===== config.mk =====
export PLATFORM = sky130hd
export DESIGN_NAME = exec_unit_flat
export DESIGN_NICKNAME = d
export VERILOG_FILES = /design/src/rtl/exec_unit_if.sv /design/src/rtl/exec_unit.sv /design/src/flat_wrapper.sv
export SDC_FILE = /design/constraint.sdc
export NUM_CORES = 1
export LEC_CHECK = 0
export CAP_MARGIN = 25
export CORE_AREA = 8 8 62 64
export CTS_BUF_LIST = sky130_fd_sc_hd__clkbuf_8
export DETAILED_ROUTE_END_ITERATION = 10
export DIE_AREA = 0 0 70 72
export HOLD_SLACK_MARGIN = 0.15
export PLACE_DENSITY = 0.79
export SYNTH_ARGS = -nofsm -noshare
export SYNTH_HDL_FRONTEND = slang
export SYNTH_SLANG_ARGS = --single-unit

===== constraint.sdc =====
create_clock -name clk -period 2.3 [get_ports clk]
set_clock_uncertainty 0.15 [all_clocks]
set_input_delay 0.46 -clock clk [delete_from_list [all_inputs] [get_ports clk]]
set_output_delay 0.46 -clock clk [all_outputs]
set_load 0.1 [all_outputs]

===== src/rtl/exec_unit_if.sv =====
// Execute-stage bundle between the fde sequencer/RAM side (master) and exec_unit (slave).
// Optional EXEC_UNIT_FLAGS_EN adds the carry/zero status outputs.
interface exec_unit_if #(
  parameter int ADDRESS_BITS = 5,
  parameter int DATA_BITS    = 8
);
  logic                    enable;
  logic [2:0]              opcode;
  logic [ADDRESS_BITS-1:0] operand;
  logic [ADDRESS_BITS-1:0] mem_address;
  logic [DATA_BITS-1:0]    mem_rd_data;
  logic                    mem_wr_en;
  logic [DATA_BITS-1:0]    mem_wr_data;
  logic [DATA_BITS-1:0]    acc;
  logic                    busy;
  logic                    done;
  logic                    illegal;
`ifdef EXEC_UNIT_FLAGS_EN
  logic                    carry;
  logic                    zero;

  modport master (
    output enable, opcode, operand, mem_rd_data,
    input  mem_address, mem_wr_en, mem_wr_data, acc, busy, done, illegal, carry, zero
  );
  modport slave (
    input  enable, opcode, operand, mem_rd_data,
    output mem_address, mem_wr_en, mem_wr_data, acc, busy, done, illegal, carry, zero
  );
`else
  modport master (
    output enable, opcode, operand, mem_rd_data,
    input  mem_address, mem_wr_en, mem_wr_data, acc, busy, done, illegal
  );
  modport slave (
    input  enable, opcode, operand, mem_rd_data,
    output mem_address, mem_wr_en, mem_wr_data, acc, busy, done, illegal
  );
`endif
endinterface


===== src/rtl/exec_unit.sv =====
// Accumulator execute stage: LD/ADD/STR/NOP against a synchronous RAM; EXEC_UNIT_FLAGS_EN adds carry/zero.
// Latency accept-to-done: 3 cycles LD/ADD, 2 STR, 1 NOP/illegal.
// No backpressure: enable is only sampled in IDLE; busy is high while an operation is in flight.
module exec_unit #(
  parameter int ADDRESS_BITS = 5,
  parameter int DATA_BITS    = 8
) (
  input  logic        clk,
  input  logic        reset,
  exec_unit_if.slave  bus
);

  typedef enum logic [2:0] {IDLE, FETCH_OP, LOAD, STORE, DONE} state_t;

  localparam logic [2:0] OP_NOP = 3'b000;
  localparam logic [2:0] OP_LD  = 3'b001;
  localparam logic [2:0] OP_ADD = 3'b010;
  localparam logic [2:0] OP_STR = 3'b100;

  state_t                  state;
  state_t                  state_nxt;
  logic [2:0]              op_q;
  logic [ADDRESS_BITS-1:0] operand_q;
  logic [DATA_BITS-1:0]    acc_q;
  logic [DATA_BITS:0]      sum;
  logic [DATA_BITS-1:0]    acc_nxt;
  logic                    op_illegal;

  assign sum        = {1'b0, acc_q} + {1'b0, bus.mem_rd_data};
  assign acc_nxt    = (op_q == OP_ADD) ? sum[DATA_BITS-1:0] : bus.mem_rd_data;
  assign op_illegal = !(op_q == OP_NOP || op_q == OP_LD || op_q == OP_ADD || op_q == OP_STR);

  always_ff @(posedge clk or negedge reset) begin
    if (!reset) begin
      state     <= IDLE;
      op_q      <= OP_NOP;
      operand_q <= '0;
      acc_q     <= '0;
    end else begin
      state <= state_nxt;
      if (state == IDLE && bus.enable) begin
        op_q      <= bus.opcode;
        operand_q <= bus.operand;
      end
      if (state == LOAD) begin
        acc_q <= acc_nxt;
      end
    end
  end

`ifdef EXEC_UNIT_FLAGS_EN
  logic carry_q;
  logic zero_q;

  // LD clears carry; both flags follow the value being written into acc.
  always_ff @(posedge clk or negedge reset) begin
    if (!reset) begin
      carry_q <= 1'b0;
      zero_q  <= 1'b0;
    end else if (state == LOAD) begin
      carry_q <= (op_q == OP_ADD) ? sum[DATA_BITS] : 1'b0;
      zero_q  <= (acc_nxt == '0);
    end
  end

  assign bus.carry = carry_q;
  assign bus.zero  = zero_q;
`endif

  always_comb begin
    state_nxt = state;
    case (state)
      IDLE: begin
        if (bus.enable) begin
          if (bus.opcode == OP_LD || bus.opcode == OP_ADD) state_nxt = FETCH_OP;
          else if (bus.opcode == OP_STR)                   state_nxt = STORE;
          else                                             state_nxt = DONE;
        end
      end
      FETCH_OP: state_nxt = LOAD;
      LOAD:     state_nxt = DONE;
      STORE:    state_nxt = DONE;
      DONE:     state_nxt = IDLE;
      default:  state_nxt = IDLE;
    endcase
  end

  // All outputs decode from state so an async reset clears them in the same cycle.
  always_comb begin
    bus.mem_address = '0;
    if (state == FETCH_OP || state == STORE) begin
      bus.mem_address = operand_q;
    end
  end

  assign bus.mem_wr_en   = (state == STORE);
  assign bus.mem_wr_data = acc_q;
  assign bus.acc         = acc_q;
  assign bus.busy        = (state != IDLE);
  assign bus.done        = (state == DONE);
  assign bus.illegal     = (state == DONE) && op_illegal;

endmodule


===== src/flat_wrapper.sv =====
// flat-port wrapper written by rule: the top's interface ports become plain ports
module exec_unit_flat 
#(
  parameter int ADDRESS_BITS = 5,
  parameter int DATA_BITS    = 8
)
  (clk, reset, bus_enable, bus_opcode, bus_operand, bus_mem_rd_data, bus_mem_address, bus_mem_wr_en, bus_mem_wr_data, bus_acc, bus_busy, bus_done, bus_illegal);
  exec_unit_if #(.ADDRESS_BITS(ADDRESS_BITS), .DATA_BITS(DATA_BITS)) bus_i ();
  input  logic clk;
  input  logic reset;
  input wire logic [$bits(bus_i.enable)-1:0] bus_enable;
  input wire logic [$bits(bus_i.opcode)-1:0] bus_opcode;
  input wire logic [$bits(bus_i.operand)-1:0] bus_operand;
  input wire logic [$bits(bus_i.mem_rd_data)-1:0] bus_mem_rd_data;
  output wire logic [$bits(bus_i.mem_address)-1:0] bus_mem_address;
  output wire logic [$bits(bus_i.mem_wr_en)-1:0] bus_mem_wr_en;
  output wire logic [$bits(bus_i.mem_wr_data)-1:0] bus_mem_wr_data;
  output wire logic [$bits(bus_i.acc)-1:0] bus_acc;
  output wire logic [$bits(bus_i.busy)-1:0] bus_busy;
  output wire logic [$bits(bus_i.done)-1:0] bus_done;
  output wire logic [$bits(bus_i.illegal)-1:0] bus_illegal;
  assign bus_i.enable = bus_enable;
  assign bus_i.opcode = bus_opcode;
  assign bus_i.operand = bus_operand;
  assign bus_i.mem_rd_data = bus_mem_rd_data;
  assign bus_mem_address = bus_i.mem_address;
  assign bus_mem_wr_en = bus_i.mem_wr_en;
  assign bus_mem_wr_data = bus_i.mem_wr_data;
  assign bus_acc = bus_i.acc;
  assign bus_busy = bus_i.busy;
  assign bus_done = bus_i.done;
  assign bus_illegal = bus_i.illegal;
  exec_unit #(.ADDRESS_BITS(ADDRESS_BITS), .DATA_BITS(DATA_BITS)) u_core (.clk(clk), .reset(reset), .bus(bus_i));
endmodule

==> flow_metrics.tcl <==
set metrics [dict create \
    status "complete, no violations" \
    dieArea_sq_mm 0.005040 \
    clock_path_buffers 2 \
    grt_pass1_wl_um 5651 \
    drc 0 \
    synth_seq_cells 19 \
    ys_types 36 \
    syn_to_final_growth_pct 46.58 \
    finalWirelength_um 3172 \
    finalSetupViolations 0 \
    fmax_mhz 460.9 \
    drt_iter0_markers 62 \
    synth_cells 135 \
    antenna_found_initial 0 \
    first_global_vias 1252 \
    dr_total_vias 1151 \
    syn_nets 162 \
    drtAntennaViolNets 0 \
    slew-limit-headroom 0.7847 \
    async_flop_share 1.000 \
    fp.dieW_um 70 \
    fp.dieH_um 72 \
    layout_min_cycle_time_ps 2170 \
    critPathMaxFanout 4 \
    timing.final.crit_share 0.9433 \
    post-route-util 0.6470 \
    setup_ws_ps 130.4 \
    cts_inserted_buffers 3 \
    synth_xor_xnor_area_share 0.01367 \
    cp.arrival_ps 2170 \
    yosys_warnings 0 \
    synth_edf_count 0 \
    synthesis.area_sq_mm 0.001281 \
    cts_setup_buffers 0 \
    ctsResizeCount 0 \
    root_buffer "clkbuf_8" \
    clk_latency_ps 260 \
    dr.pass1.iters 4 \
    synth-seq-area-share 0.3711 \
    maxSlewViolCount 0 \
    avgSynthCellArea_sq_um 9.491 \
    path_clk_slew_ps 80 \
    hold_depth 3 \
    worstMarginPinSlew_ps 319.6 \
    reg2reg_depth 9 \
    ys.flop_type "dfrtp_1" \
    grt_overflow_total 0 \
    synth-compound-area-share 0.1738 \
    rsz0062_at_grt "false" \
    synth_top_family_by_area "simple AND/OR/NAND/NOR gates" \
    grt_max_degree 20 \
    postCtsHoldBufs 0 \
    yosys.area_share.adder 0.08398 \
    fp-row-count 20 \
    htreeDepth 1 \
    wl_per_cell_um 14.89 \
    grt_usage 0.1325 \
    io_pins 44 \
    yosys.area_share.simple 0.2051 \
    clock_sinks 19 \
    max_cap_violations 0 \
    layout-drive-gt1-share 0.3333 \
    final_cell_area_sq_mm 0.001878 \
    initial_core_util 0.4414 \
    hold_path_class "primary input to flop" \
    reg2reg_slack_ps 330 \
    io_buffers 43 \
    globalplace.congestion 0.8335 \
    hold_viol 0 \
    dp_slack_ps -199.1 \
    dpl_cell_area_sq_mm 0.001817 \
    finalSetupTns_ps 0 \
    critPathKind "primary input to flop" \
    cp-end-kind "flop" \
    synthMuxAreaShare 0.07813 \
    place_hpwl_um 2584 \
    cp.required_ps 2300 \
    core_sq_mm 0.002903 \
    antennaDiodeCount 0 \
    final_nets 208 \
    cts_tree "done" \
    routed_via_density 5.404 \
    worstSetupStartpointType "primary input" \
]
==> metal layers <==
| metal | GRT usage | share of wire | up-vias |
|---|---|---|---|
| met5 | 0 | 0 | - |
| met4 | 0.02679 | 0.0060 | 0 |
| met3 | 0.06412 | 0.094 | 3 |
| met2 | 0.2315 | 0.50 | 37 |
| met1 | 0.1424 | 0.40 | 545 |
| li1 | - | - | 566 |
==> cell usage in the layout (no fill, tap or decap), types with 3 or more instances in the layout <==
cell type        count
inv_1                5
dfrtp_2              6
buf_4               24
mux2_2               8
and2_1               6
nor2_1              16
ha_1                 6
a31oi_1              4
nand2_1              9
buf_12               9
clkbuf_8             3
dfrtp_1             13
nand3_1              3
o21ai_0              6
a21oi_1             10
clkdlybuf4s50_1     17
==> cells in the mapped netlist (all sizes together) (3+ instances only) <==
master   n  share of area
and2     6          0.029
nor2b    3          0.015
dfrtp   19           0.37
a31oi    4          0.020
a21oi   10          0.039
o21ai    8          0.031
nor2    16          0.047
ha       7          0.068
a211oi   3          0.021
nor3b    3          0.030
nand3    3          0.012
mux2     8          0.070
nand2    9          0.026
buf     10          0.060
inv      5          0.015
==> final cells by class <==
class	instances	area, sq um
clock buffers	3	41.29
well taps	33	41.29
inverters	5	18.77
multi-input cells	101	745.7
clock inverters	1	5.005
fillers	240	1025
repair buffers	51	543.0
flip-flops and latches	19	483.0
==> cells by family after synthesis <==
| logic type | after synthesis |
|---|---|
| buffers and inverters | 15 |
| flip-flops | 19 |
| AND/OR/NAND/NOR | 47 |
| adder cells (fa/ha/maj) | 8 |
| multiplexers | 9 |
| XOR/XNOR | 2 |
| AO/OA/AOI/OAI | 35 |
==> worst max-delay path, cell delays in order <==
cell             delay (ps)
clkdlybuf4s50_1         460
ha_1                    350
nor2b_4                 150
o31a_1                  240
o21a_1                  180
o21ai_1                 110
o31a_1                  140
nand3_1                  70
==> per-stage QoR <==
| step | hold WS [ps] | std cells |
|---|---|---|
| 3_5_place_dp | 340.8 | 209 |
| 6_report | 353.2 | 213 |
| 2_1_floorplan | 14.41 | 135 |
| 3_3_place_gp | 331.6 | 209 |
| 4_1_cts | 360.8 | 213 |
| 5_1_grt | 364.1 | 213 |
==> final timing paths <==
| check | startpoint | end |
|---|---|---|
| max | bus_mem_rd_data[2] | u_core.bus.acc[6] |
| min | bus_mem_rd_data[0] | u_core.bus.acc[0] |
| max reg2reg | u_core.bus.acc[0] | u_core.bus.acc[6] |
| min reg2reg | u_core.operand_q[3] | u_core.operand_q[3] |
| max in group asynchronous | reset | u_core.bus.acc[1] |
| min in group asynchronous | reset | u_core.bus.acc[3] |
==> sequential cells by signal, indices dropped and copies added (netlist names) <==
name / cells
u_core.op_q: 3
u_core.operand_q: 5
u_core.state: 3
u_core.bus.acc: 8
Power is left out: the tool's default activity adds up to more than one toggle a clock period on the data nets, which glitch-free logic cannot reach.
